$ cat config.mk
export PLATFORM = sky130hd
export DESIGN_NAME = digit_entry
export DESIGN_NICKNAME = d
export VERILOG_FILES = /design/src/rtl/digit_entry_pkg.sv /design/src/rtl/digit_entry_hexseg.sv /design/src/rtl/digit_entry.sv
export SDC_FILE = /design/constraint.sdc
export NUM_CORES = 1
export LEC_CHECK = 0
export CELL_PAD_IN_SITES_DETAIL_PLACEMENT = 0
export CELL_PAD_IN_SITES_GLOBAL_PLACEMENT = 1
export CORE_MARGIN = 2
export CORE_UTILIZATION = 39
export CTS_CLUSTER_DIAMETER = 80
export CTS_CLUSTER_SIZE = 28
export DETAILED_ROUTE_END_ITERATION = 7
export PLACE_DENSITY = 0.93
export SETUP_SLACK_MARGIN = 0.2
export SLEW_MARGIN = 20
export SYNTH_ARGS = -nofsm -noshare
export SYNTH_HDL_FRONTEND = slang
export SYNTH_HIERARCHICAL = 1
export SYNTH_SLANG_ARGS = --single-unit
$ cat constraint.sdc
create_clock -name hz100 -period 2.22 [get_ports hz100]
set_input_delay 0.333 -clock hz100 [delete_from_list [all_inputs] [get_ports hz100]]
set_output_delay 0.333 -clock hz100 [all_outputs]
set_load 0.03 [all_outputs]
$ cat src/rtl/digit_entry_pkg.sv
// Shared types and constants for the hex keypad digit-entry block.
package digit_entry_pkg;

    typedef enum logic {
        IDLE = 1'b0,
        HELD = 1'b1
    } key_state_t;

    localparam int MAXDIG   = 8;
    localparam int DEBOUNCE = 3;

    // Segment patterns, bit0=a .. bit6=g, bit7=dp (always clear here)
    localparam logic [7:0] SEG_TABLE [16] = '{
        8'h3F, 8'h06, 8'h5B, 8'h4F, 8'h66, 8'h6D, 8'h7D, 8'h07,
        8'h7F, 8'h6F, 8'h77, 8'h7C, 8'h39, 8'h5E, 8'h79, 8'h71
    };

endpackage

$ cat src/rtl/digit_entry_hexseg.sv
// Hex digit to seven-segment pattern; decimal point always off.
import digit_entry_pkg::*;

module hexseg (
    input  logic [3:0] digit,
    output logic [7:0] seg
);
    logic [7:0] pattern;

    assign pattern = SEG_TABLE[digit];
    assign seg     = {1'b0, pattern[6:0]};
endmodule

$ cat src/rtl/digit_entry.sv
// Keypad digit entry: synchronizes buttons, debounces digit presses and
// maintains an 8-digit hex number with backspace, clear and overflow flag.
import digit_entry_pkg::*;

module digit_entry (
    input  logic        hz100,
    input  logic        reset,
    input  logic [3:0]  code,
    input  logic        strobe,
    input  logic        bksp,
    input  logic        clr,
    output logic [31:0] value,
    output logic [3:0]  ndigits,
    output logic        err,
    output logic [7:0]  ss7,
    output logic [7:0]  ss6,
    output logic [7:0]  ss5,
    output logic [7:0]  ss4,
    output logic [7:0]  ss3,
    output logic [7:0]  ss2,
    output logic [7:0]  ss1,
    output logic [7:0]  ss0
);
    logic        strobe_meta_reg, strobe_sync_reg;
    logic [3:0]  code_meta_reg, code_sync_reg;
    logic        bksp_meta_reg, bksp_sync_reg, bksp_prev_reg;
    logic        clr_meta_reg, clr_sync_reg, clr_prev_reg;
    key_state_t  state_reg;
    logic [1:0]  deb_cnt_reg;
    logic [31:0] value_reg;
    logic [3:0]  ndigits_reg;
    logic        err_reg;

    logic bksp_rise, clr_rise, digit_accept;

    assign bksp_rise    = bksp_sync_reg & ~bksp_prev_reg;
    assign clr_rise     = clr_sync_reg & ~clr_prev_reg;
    assign digit_accept = (state_reg == IDLE) && strobe_sync_reg;

    always_ff @(posedge hz100) begin
        if (reset) begin
            strobe_meta_reg <= 1'b0;
            strobe_sync_reg <= 1'b0;
            code_meta_reg   <= 4'h0;
            code_sync_reg   <= 4'h0;
            bksp_meta_reg   <= 1'b0;
            bksp_sync_reg   <= 1'b0;
            bksp_prev_reg   <= 1'b0;
            clr_meta_reg    <= 1'b0;
            clr_sync_reg    <= 1'b0;
            clr_prev_reg    <= 1'b0;
            state_reg       <= IDLE;
            deb_cnt_reg     <= 2'd0;
            value_reg       <= 32'h0;
            ndigits_reg     <= 4'd0;
            err_reg         <= 1'b0;
        end else begin
            strobe_meta_reg <= strobe;
            strobe_sync_reg <= strobe_meta_reg;
            code_meta_reg   <= code;
            code_sync_reg   <= code_meta_reg;
            bksp_meta_reg   <= bksp;
            bksp_sync_reg   <= bksp_meta_reg;
            bksp_prev_reg   <= bksp_sync_reg;
            clr_meta_reg    <= clr;
            clr_sync_reg    <= clr_meta_reg;
            clr_prev_reg    <= clr_sync_reg;

            // The key FSM advances even when a higher-priority button drops the digit
            case (state_reg)
                IDLE: begin
                    if (strobe_sync_reg) begin
                        state_reg   <= HELD;
                        deb_cnt_reg <= 2'd0;
                    end
                end
                HELD: begin
                    if (strobe_sync_reg) begin
                        deb_cnt_reg <= 2'd0;
                    end else if (deb_cnt_reg == 2'(DEBOUNCE - 1)) begin
                        state_reg   <= IDLE;
                        deb_cnt_reg <= 2'd0;
                    end else begin
                        deb_cnt_reg <= deb_cnt_reg + 2'd1;
                    end
                end
                default: state_reg <= IDLE;
            endcase

            if (clr_rise) begin
                value_reg   <= 32'h0;
                ndigits_reg <= 4'd0;
                err_reg     <= 1'b0;
            end else if (bksp_rise) begin
                value_reg <= {4'h0, value_reg[31:4]};
                if (ndigits_reg != 4'd0)
                    ndigits_reg <= ndigits_reg - 4'd1;
                err_reg <= 1'b0;
            end else if (digit_accept) begin
                if (ndigits_reg < 4'(MAXDIG)) begin
                    value_reg   <= {value_reg[27:0], code_sync_reg};
                    ndigits_reg <= ndigits_reg + 4'd1;
                end else begin
                    err_reg <= 1'b1;
                end
            end
        end
    end

    assign value   = value_reg;
    assign ndigits = ndigits_reg;
    assign err     = err_reg;

    logic [7:0] seg [8];
    logic [7:0] ss  [8];

    // Unentered positions are blank; an empty entry still shows a single "0"
    for (genvar gi = 0; gi < 8; gi++) begin : g_digit
        hexseg u_hexseg (
            .digit (value_reg[4*gi +: 4]),
            .seg   (seg[gi])
        );
        if (gi == 0) begin : g_first
            assign ss[gi] = ((ndigits_reg == 4'd0) ? SEG_TABLE[0] : seg[gi])
                          | {err_reg, 7'b0};
        end else begin : g_rest
            assign ss[gi] = (4'(gi) < ndigits_reg) ? seg[gi] : 8'h00;
        end
    end

    assign ss0 = ss[0];
    assign ss1 = ss[1];
    assign ss2 = ss[2];
    assign ss3 = ss[3];
    assign ss4 = ss[4];
    assign ss5 = ss[5];
    assign ss6 = ss[6];
    assign ss7 = ss[7];
endmodule

# After elaboration in Yosys (flattened, before gate mapping)
# Memory sizes are Yosys's and may differ from the RTL's.
# Cells that the tools add are included.
# word_totals
regBits	56
latchBits	0
mem_bits_rw	0
rom_bits	1024
inputBits	9
output_inout_bits	101
wordCells	111
n_memories	8
# classes
addsub	3
n_mul	0
div_mod_pow	0
n_lt_le_gt_ge	16
n_eq_ne	3
shifts	0
muxes	39
n_bitwise	15
reduce_logical	11
# mem_list
name	words	width	read_ports	rd_clocked_by_memory_dff	write_ports	line	source
(name not given)	16	8	1	0	0	digit_entry_hexseg.sv:10	assign pattern = SEG_TABLE[digit];
(name not given)	16	8	1	0	0	digit_entry_hexseg.sv:10	
(name not given)	16	8	1	0	0	digit_entry_hexseg.sv:10	
(name not given)	16	8	1	0	0	digit_entry_hexseg.sv:10	
(name not given)	16	8	1	0	0	digit_entry_hexseg.sv:10	
(name not given)	16	8	1	0	0	digit_entry_hexseg.sv:10	
+2 memories	--	--	--	--	--	--	
# ops
operator	n
2-to-1 mux 7 bit	24
2-to-1 mux 28 bit	3
greater-or-equal comparator 5 bit, second input constant	8
inverter 4 -> 5 bit	8
less-than comparator 3 x 4 -> 1 bit, first input constant	4
2-to-1 mux 4 bit	4
less-than comparator 2 x 4 -> 1 bit, first input constant	2
OR 7 x 8 -> 8 bit	1
2-to-1 mux 2 bit	3
AND reduction 2 bit	3
adder 4 x 1 -> 4 bit, second input constant	1
logical NOT 4 bit	1
less-than comparator 1 x 4 -> 1 bit, first input constant	1
less-than comparator 4 bit, second input constant	1
inverter 1 bit	4
one-hot mux 2 bit (2 select lines)	1
nonzero test 2 bit	2
nonzero test 4 bit	1
subtractor 4 x 1 -> 4 bit, second input constant	1
2-to-1 mux 1 bit	3
AND reduction 3 bit	1
OR reduction 3 bit	1
adder 2 x 1 -> 2 bit, second input constant	1
AND 1 bit	2
other kinds (6)	6

# Logic depth before layout (Yosys ltp)
# Gate-level depths: netlist (run 1).
# depth
word_depth	6
ltp_mapped	7
ltp_nobuf	6

# Cells and area by module
# The synthesis (run 1) kept the hierarchy.
# modules_own_cells
mod	n_inst	cells_per_inst	area_each_um2	seq_area_each_um2
digit_entry	1	332	2842.7	1121.1
hexseg (g_digit[2].u_hexseg ...)	4	35	299.0	0.0
hexseg (g_digit[0].u_hexseg ...)	3	35	301.5	0.0
hexseg (g_digit[7].u_hexseg)	1	35	297.8	0.0

# Least setup slack after synthesis (run 1)
# No wires, ideal clock.
# synth_timing
path_kind	reg-to-output
start	register value_reg[5] (netlist: value[5])
end	output port ss1[5]
arrival_ps	1870
required_time_ps	1887
path_slack_ps	17
path_stages_with_launch	6
n_path_buf	0
cell_sequence	dfxtp_1 -> inv_1 -> ha_1 -> mux2_2 -> a21oi_1 -> nor2b_1
# synth_rtl
item	line	source
start: declaration	digit_entry.sv:30	logic [31:0] value_reg;
start signal: assignment	digit_entry.sv:95	value_reg <= {4'h0, value_reg[31:4]};
start signal: assignment	digit_entry.sv:101	value_reg <= {value_reg[27:0], code_sync_reg};
end: declaration	digit_entry.sv:21	output logic [7:0] ss1,

==> results of run 1 <==
final timing paths:
path                                    from      endpoint  cells after the start
worst max-delay path                value[4]        ss1[3]                      6
worst min-delay path            clr_meta_reg  clr_sync_reg                      1
worst max register to register    ndigits[0]    ndigits[3]                      8
worst min register to register  clr_meta_reg  clr_sync_reg                      1
cells by family (layout without fill, tap and decap cells):
group	count (synthesis)	in the layout	share of synthesized area, %
XOR/XNOR	1	1	0.1671
adder cells (fa/ha/maj)	60	60	14.32
AND/OR/NAND/NOR	245	245	24.37
AO/OA/AOI/OAI	94	94	15.73
other	8	8	0.5730
flip-flops	56	56	21.39
multiplexers	55	55	13.92
buffers and inverters	93	295	9.525
cell usage in the layout, fill, tap and decap left out, types with 11 or more instances in the layout:
cell type        count
mux2_4              15
nor3_1              17
a21oi_2             11
inv_2               12
buf_6               83
mux2i_1             19
dfxtp_1             27
nand2b_1            11
dfxtp_2             13
clkdlybuf4s50_1     42
dfxtp_4             16
inv_1               20
nor2b_4             27
a311oi_2            20
ha_4                42
nor2b_1             38
nand2_1             66
a21oi_1             20
buf_4              100
nor2_1              39
stage by stage:
step                hold WS [ns]  cells  setup slack (ns)  power [mW]  util [%]
floorplan                 0.4138    612            0.2478       2.058         -
global placement          0.4215    950          -0.05355       2.514     52.82
detailed placement        0.4218    950          -0.08357       2.556     52.82
CTS                       0.4385    983            0.1008       3.549     60.83
global route              0.4542    990           0.05266       3.957     65.57
finish                    0.4400    990            0.1022       3.782     65.57
critical path: stages (launching register included):
cell and delay [ns]:
dfxtp_4 0.39, inv_4 0.04, buf_12 0.12, ha_4 0.20, mux4_2 0.45, nor2b_4 0.14
buf_6 0.14
power breakdown:
group	total (mW)	switching [mW]	internal, mW	leakage [nW]
sequential	1.16	0.0939	1.06	0.476
clock	0.788	0.368	0.420	0.0660
combinational	1.84	0.917	0.921	2.94
final cells by class:
type,count,share of cell area [%]
clock buffers,5,1.447
repair buffers,241,26.78
well taps,176,2.546
flip-flops and latches,56,13.85
inverters,46,2.517
clock inverters,3,0.2749
multi-input cells,463,52.59
per-layer routing:
layer | vias to the layer above | part of all wire, % | track usage, %
met5 | - | 0 | 0
met4 | 0 | 2.3 | 4.485
met3 | 31 | 3.8 | 2.471
met2 | 145 | 51 | 34.27
met1 | 2359 | 43 | 24.05
li1 | 2463 | - | -
timing repair:
item,4_1_cts,5_1_grt
gates resized for setup,379,151
buffers inserted,25,7
setup endpoints to repair,58,58
pin swaps,37,27
==> impl_metrics.py, run 1 <==
metrics = {
    "run_status": {
        "outcome": "finished, final reports clean",
    },
    "synth": {
        "synth_largest_type_area_fraction_pct": 21.39,
        "synth_nets": 681,
        "synth_common_cells": "nor2b_1, nand2_1, ha_1",
        "synthTopCellsByArea": "dfxtp_1, ha_1, nor2b_1, a311oi_2, nand2_1",
        "async_flop_share_pct": 0,
        "syn_inst": 612,
        "synth-edff-count": 0,
        "synth_most_common_cell": "nor2b_1",
        "synth_largest_area_cell": "dfxtp_1",
        "avgSynthCellArea_um2": 8.564,
        "yosysUniqueCellTypes": 46,
        "ys_warn_count": 6,
        "yosysSeqAreaShare_pct": 21.39,
        "synth_area_um2": 5241,
        "ys_seq_elements": 56,
        "synth_ff_type": "dfxtp_1",
    },
    "finish": {
        "ff_latch_area_um2": 1197,
        "drive_gt1_share_pct": 53.93,
        "fillerInstances": 953,
        "final_cell_area_um2": 8648,
        "largest_reg_flops": 32,
        "syn_to_final_growth_pct": 65.00,
        "nNetsFinal": 882,
        "diodes": 0,
        "multi_input_area_um2": 4548,
    },
    "cts": {
        "cts_tree": "done",
        "clkLatencyLatePin_ns": 0.29,
        "cts_num_sinks": 56,
        "ctsHoldBuffers": 0,
        "cts_buffer_depth": 2,
        "htreeDepth": 2,
        "cts_root_buffer": "clkbuf_16",
        "clk_pin_slew_ns": 0.07,
        "cts_made_buffers": 5,
    },
    "grt": {
        "grt_pass1_vias": 4903,
        "grt_antenna_before_repair": 0,
        "grt_start_max_net_pins": 57,
        "grt_overflow_total": 0,
        "grt_pass1_wl_um": 23120,
        "grt.total_usage_pct": 19.05,
    },
    "floorplanning": {
        "core_area_um2": 13190,
        "io_pins": 110,
        "floorplan.initialDensity_pct": 39.74,
        "row_count": 42,
        "die_h_um": 119.9,
        "fp.dieW_um": 119.9,
        "dieArea_um2": 14380,
    },
    "worst_setup_path": {
        "worstPathMaxFanout": 3,
        "rrSetupSlack_ns": 0.30,
        "cp.required_ns": 1.89,
        "worstPathArrival_ns": 1.78,
        "worstSetupPathType": "reg -> out",
        "worstSetupEndpointType": "output port",
        "start_kind": "register",
    },
    "min_path": {
        "min_path_type": "reg -> reg",
    },
    "timing": {
        "setup_viol": 0,
        "fmax_mhz": 472.2,
        "maxSlewHeadroom_pct": 56.87,
        "setup_tns_ns": 0,
        "report.final.slew_viol_count": 0,
        "clock_skew_ns": 0.003753,
        "post-route-period-util_pct": 95.40,
        "hold_viol": 0,
        "worst-slew-pin-transition_ns": 0.6456,
        "rsz0062_at_grt": "true",
        "min_period_ns": 2.118,
    },
    "routing": {
        "drt_iter0_drc": 266,
        "wire_per_inst_um": 15.62,
        "routed-via-count": 4998,
        "drc": 0,
        "ant_nets": 0,
        "drt_wl_total_um": 15460,
        "vias_per_cell": 5.048,
        "drt-pass1-iter-count": 4,
    },
    "placed_design": {
        "placed_area_um2": 6967,
        "hpwl_um": 9821,
        "port-buffer-count": 102,
        "routabilityCongestion": 0.8478,
    },
    "run": {
        "drv_cap": 0,
    },
    "power": {
        "p_leak_nw": 3.481,
        "ir_drop_mv": 0.3850,
        "powerDensity_nw_per_um2": 437.3,
    },
}
Power figures use the tool's default switching activity.
==> inputs of run 2 (changes only) <==
--- a/config.mk
+++ b/config.mk
@@ -5,6 +5,7 @@
 export SDC_FILE = /design/constraint.sdc
 export NUM_CORES = 1
 export LEC_CHECK = 0
+export CAP_MARGIN = 15
 export CELL_PAD_IN_SITES_DETAIL_PLACEMENT = 0
 export CELL_PAD_IN_SITES_GLOBAL_PLACEMENT = 1
 export CORE_MARGIN = 2
@@ -12,7 +13,8 @@
 export CTS_CLUSTER_DIAMETER = 80
 export CTS_CLUSTER_SIZE = 28
 export DETAILED_ROUTE_END_ITERATION = 7
-export PLACE_DENSITY = 0.93
+export GPL_TIMING_DRIVEN = 0
+export PLACE_DENSITY_LB_ADDON = 0.1
 export SETUP_SLACK_MARGIN = 0.2
 export SLEW_MARGIN = 20
 export SYNTH_ARGS = -nofsm -noshare
==> run 2 against run 1 <==
Effect of this change: power shrank 4.2%; hold slack lost 0.0042 ns; global-route usage shrank 0.48 points; final cell count shrank 2.3%; die area is the same; critical path type unchanged.
==> impl_metrics.py, run 2 (synthesis results as in run 1) <==
metrics = {
    "run_status": {
        "outcome": "finished, final reports clean",
    },
    "routing": {
        "drt_wl_total_um": 13730,
        "drc": 0,
        "vias_per_cell": 4.920,
        "wire_per_inst_um": 14.20,
        "routed-via-count": 4758,
        "drt_iter0_drc": 253,
        "drt-pass1-iter-count": 4,
        "ant_nets": 0,
    },
    "placed_design": {
        "routabilityCongestion": 0.8279,
        "port-buffer-count": 102,
        "hpwl_um": 9356,
        "dp.cells": 890,
        "placed_area_um2": 6540,
    },
    "cts": {
        "clk_pin_slew_ns": 0.07,
        "cts_tree": "done",
        "cts_root_buffer": "clkbuf_16",
        "cts_num_sinks": 56,
        "ctsHoldBuffers": 0,
        "clkLatencyLatePin_ns": 0.29,
        "cts_made_buffers": 5,
        "cts_buffer_depth": 2,
        "htreeDepth": 2,
    },
    "finish": {
        "largest_reg_flops": 32,
        "final_cells": 967,
        "syn_to_final_growth_pct": 53.33,
        "drive_gt1_share_pct": 47.16,
        "final_cell_area_um2": 8036,
        "fillerInstances": 1154,
        "final_common_cell": "buf_4",
        "final_cell_mix": "buf_4, nand2_1, nor2b_1, buf_6, clkdlybuf4s50_1",
        "nNetsFinal": 859,
        "multi_input_area_um2": 4327,
        "ff_latch_area_um2": 1215,
        "diodes": 0,
    },
    "timing": {
        "worst-slew-pin-transition_ns": 0.7081,
        "min_period_ns": 2.148,
        "rsz0062_at_grt": "true",
        "whs_ns": 0.4358,
        "report.final.slew_viol_count": 0,
        "hold_viol": 0,
        "post-route-period-util_pct": 96.77,
        "clock_skew_ns": 0.005300,
        "maxSlewHeadroom_pct": 52.80,
        "setup_viol": 0,
        "setup_tns_ns": 0,
        "fmax_mhz": 465.5,
    },
    "worst_setup_path": {
        "worstSetupPathType": "reg -> out",
        "r2r_cells": 7,
        "worstPathMaxFanout": 4,
        "start_kind": "register",
        "cp_cell_sequence": "clkinvlp_4 -> ha_4 -> mux4_2 -> and2_4 -> buf_6",
        "cp.required_ns": 1.89,
        "worstReg2RegStart": "ndigits[3]",
        "worstSetupEndpointType": "output port",
        "cpMaxStageDelayCell": "mux4_2",
        "r2r_end": "value[15]",
        "slowest_delay_ns": 0.44,
        "worstPathArrival_ns": 1.82,
        "rrSetupSlack_ns": 0.39,
    },
    "floorplanning": {
        "core_area_um2": 13190,
        "floorplan.initialDensity_pct": 39.74,
        "die_h_um": 119.9,
        "fp.dieW_um": 119.9,
        "dieArea_um2": 14380,
        "row_count": 42,
        "io_pins": 110,
    },
    "grt": {
        "grt_start_max_net_pins": 19,
        "grt_pass1_wl_um": 22470,
        "grt_overflow_total": 0,
        "grt_antenna_before_repair": 0,
        "grt_pass1_vias": 4583,
        "grt.total_usage_pct": 18.58,
    },
    "power": {
        "p_total_mw": 3.625,
        "ir_drop_mv": 0.4361,
        "powerDensity_nw_per_um2": 451.0,
        "p_leak_nw": 3.089,
    },
    "min_path": {
        "min_path_type": "reg -> reg",
        "min_to": "bksp_sync_reg",
        "holdCritStartpoint": "bksp_meta_reg",
        "hold_depth": 1,
    },
    "run": {
        "drv_cap": 0,
    },
}
==> run 2: cell count changes in the layout (fill, tap and decap cells not counted), moves of 7 or more <==
cell,delta
nor2b_4,-12
nor2b_1,+12
mux2_4,-7
ha_4,-9
ha_1,+10
buf_2,+14
mux2_2,+7
buf_4,-14
buf_6,-36
clkbuf_1,+14
inv_2,-7
==> run 2: per-stage QoR <==
stage,utilization (%),worst slack (ns)
floorplan,-,0.2478
global placement,49.54,-0.4132
detailed placement,49.58,-0.3786
CTS,55.52,0.03504
global route,60.93,0.02027
finish,60.93,0.07177
==> run 2: layout make-up <==
| cell class | instances | share of cell area (%) |
|---|---|---|
| clock buffer | 5 | 1.557 |
| buffer | 47 | 4.390 |
| clock inverter | 3 | 0.2958 |
| sequential | 56 | 15.12 |
| tap | 176 | 2.740 |
| inverter | 46 | 2.989 |
| multi-input combinational | 463 | 53.84 |
| timing repair buffer | 171 | 19.07 |
==> run 2: critical path, delay by kind of cell, from the launching register on <==
kind                     cells  cell delay [ns]
multiplexers                 1             0.44
flip-flops                   1             0.38
buffers and inverters        2             0.27
adder cells (fa/ha/maj)      1             0.26
AND/OR/NAND/NOR              1             0.17
==> run 2: power breakdown <==
group          switching [mW]  leakage (nW)  internal (mW)  total, mW
Clock                   0.375        0.0660          0.421      0.796
Sequential              0.121         0.478           1.06       1.18
Combinational           0.816          2.54          0.830       1.65
==> run 2: routing by layer <==
layer / routed length [um] / GRT usage (%)
met4: 104 / 2.721
met3: 469 / 2.329
met2: 6717 / 32.07
met1: 6439 / 25.26
met5: 0 / 0
==> run 2: timing repair <==
| action | CTS | global route |
|---|---|---|
| pin swaps | 16 | 23 |
| gates cloned | 0 | 0 |
| setup endpoints to repair | 56 | 50 |
| buffers inserted | 49 | 20 |
| resized for setup | 435 | 166 |
==> run 2: worst max path at each step <==
| stage | cells past startpoint | endpoint | startpoint |
|---|---|---|---|
| floorplan | 4 | ss0[3] | value[0] |
| global placement | 4 | ss2[2] | ndigits[0] |
| detailed placement | 6 | ss0[1] | ndigits[1] |
| CTS | 5 | ss7[3] | value[29] |
| global route | 5 | ss7[3] | value[29] |
| finish | 5 | ss7[3] | value[28] |
==> RTL edit, RTL diff (settings of run 1) <==
Add an input register stage for `code`, `strobe`, `bksp` and `clr`, without a reset; this delays them by one clock.
--- a/src/rtl/digit_entry.sv
+++ b/src/rtl/digit_entry.sv
@@ -22,4 +22,17 @@
     output logic [7:0]  ss0
 );
+
+    logic [3:0] code_q;
+    logic strobe_q;
+    logic bksp_q;
+    logic clr_q;
+
+    always_ff @(posedge hz100) begin
+        code_q   <= code;
+        strobe_q <= strobe;
+        bksp_q   <= bksp;
+        clr_q    <= clr;
+    end
+
     logic        strobe_meta_reg, strobe_sync_reg;
     logic [3:0]  code_meta_reg, code_sync_reg;
@@ -56,12 +69,12 @@
             err_reg         <= 1'b0;
         end else begin
-            strobe_meta_reg <= strobe;
+            strobe_meta_reg <= strobe_q;
             strobe_sync_reg <= strobe_meta_reg;
-            code_meta_reg   <= code;
+            code_meta_reg   <= code_q;
             code_sync_reg   <= code_meta_reg;
-            bksp_meta_reg   <= bksp;
+            bksp_meta_reg   <= bksp_q;
             bksp_sync_reg   <= bksp_meta_reg;
             bksp_prev_reg   <= bksp_sync_reg;
-            clr_meta_reg    <= clr;
+            clr_meta_reg    <= clr_q;
             clr_sync_reg    <= clr_meta_reg;
             clr_prev_reg    <= clr_sync_reg;
Function: changed (Yosys sat finds a counterexample within 4 cycles, from zero or initial values and one cycle with reset high).
==> RTL edit against run 1 <==
  * Sequential power increased by 12%
  * Total power increased by 22%
  * Sequential cell count increased by 7
  * Setup slack got worse by 0.041 ns
  * Area after synthesis increased by 2.7%
  * Final area increased by 6.6%
  * Critical endpoint is now ss6[3]
  * Core utilization increased by 3.5 points
  * Routed wire length increased by 8.9%
==> RTL edit: results (changes against run 1) <==
status finished, final reports clean (unchanged); vias in the first global route 5231 (was 4903); critical path launch point value[24] (was value[4]); sequential power share 0.282 (was 0.306); Comb group 1880 µW (was 1840 µW); Post-DP Area 0.00720 mm² (was 0.00697 mm²); TritonCTS Buffers 9 (was 5); post-synthesis instance total 618 (was 612); drt first pass iters 5 (was 4); M3 GR Usage 0.0371 (was 0.0247); hold path depth 1 (unchanged); DP HPWL 9.98 mm (was 9.82 mm); Net Count, Synth 687 (was 681); layout cells sized above 1 0.554 (was 0.539); gpl congestion 0.853 (was 0.848); Hold Crit Endpoint code_sync_reg[1] (was clr_sync_reg); CP max stage delay 0.47 ns (was 0.45 ns); GRT Total Usage 0.206 (was 0.191); routing usage on met2 0.383 (was 0.343); vias per std cell 5.18 (was 5.05); CP endpoint ss6[3] (was ss1[3]); HP Start code_meta_reg[1] (was clr_meta_reg); synth top area cells dfxtp_1, ha_1, nor2b_1 (unchanged); worst r2r src ndigits[1] (was ndigits[0]); met2 wire length 8.92 mm (was 7.87 mm); Layout Skew 0.00590 ns (was 0.00375 ns); Commonest cells post-synth nor2b_1, nand2_1, dfxtp_1 (was nor2b_1, nand2_1, ha_1); Nets 909 (was 882); Net Sw Power 1550 µW (was 1380 µW); H-tree level count 3 (was 2); post-synthesis sequential area ratio 0.234 (was 0.214); clock latency on the worst-skew pair 0.33 ns (was 0.29 ns); WL met1 6.90 mm (was 6.65 mm); Routed Wire Length 16.8 mm (was 15.5 mm); first-pass GRT wire length 25.0 mm (was 23.1 mm); maximum clock frequency 463 MHz (was 472 MHz); Total Power 4600 µW (was 3780 µW); cell total after placement 966 (was 950); met1 usage 0.237 (was 0.240); pre-CTS setup slack -0.0794 ns (was -0.0836 ns); Tightest Pin Transition 0.620 ns (was 0.646 ns); reg2reg end ndigits[2] (was ndigits[3]); reg-to-reg slack, setup 0.34 ns (was 0.30 ns); Clk pin slew, worst setup/hold paths 0.05 ns (was 0.07 ns); post-DR wirelength/cell 16.5 µm (was 15.6 µm)
==> RTL edit: changes by cell type after synthesis <==
cell,before,now
a211oi_1,2,3
a21oi_1,32,31
dfxtp_1,56,63
nand3b_1,7,8
nor2_1,39,38
nor3_1,19,18
==> RTL edit: cell type report <==
cell class | count | area (µm²)
multi-input combinational | 462 | 4640
fill | 923 | 4130
timing repair buffer | 258 | 2500
sequential | 63 | 1340
clock buffer | 10 | 239
tap | 176 | 220
inverter | 46 | 218
clock inverter | 6 | 68.8
==> RTL edit: cell families after synthesis <==
group | count (synthesis) | share of synthesized area
AO/OA/AOI/OAI | 94 | 0.154
XOR/XNOR | 1 | 0.00163
adder cells (fa/ha/maj) | 60 | 0.139
buffers and inverters | 93 | 0.0927
flip-flops | 63 | 0.234
multiplexers | 55 | 0.136
other | 8 | 0.00558
AND/OR/NAND/NOR | 244 | 0.237
==> RTL edit: repair_timing <==
item | CTS | global route
setup endpoints to repair | 64 | 65
pin swaps | 44 | 39
gates resized for setup | 435 | 137
buffers inserted | 26 | 13
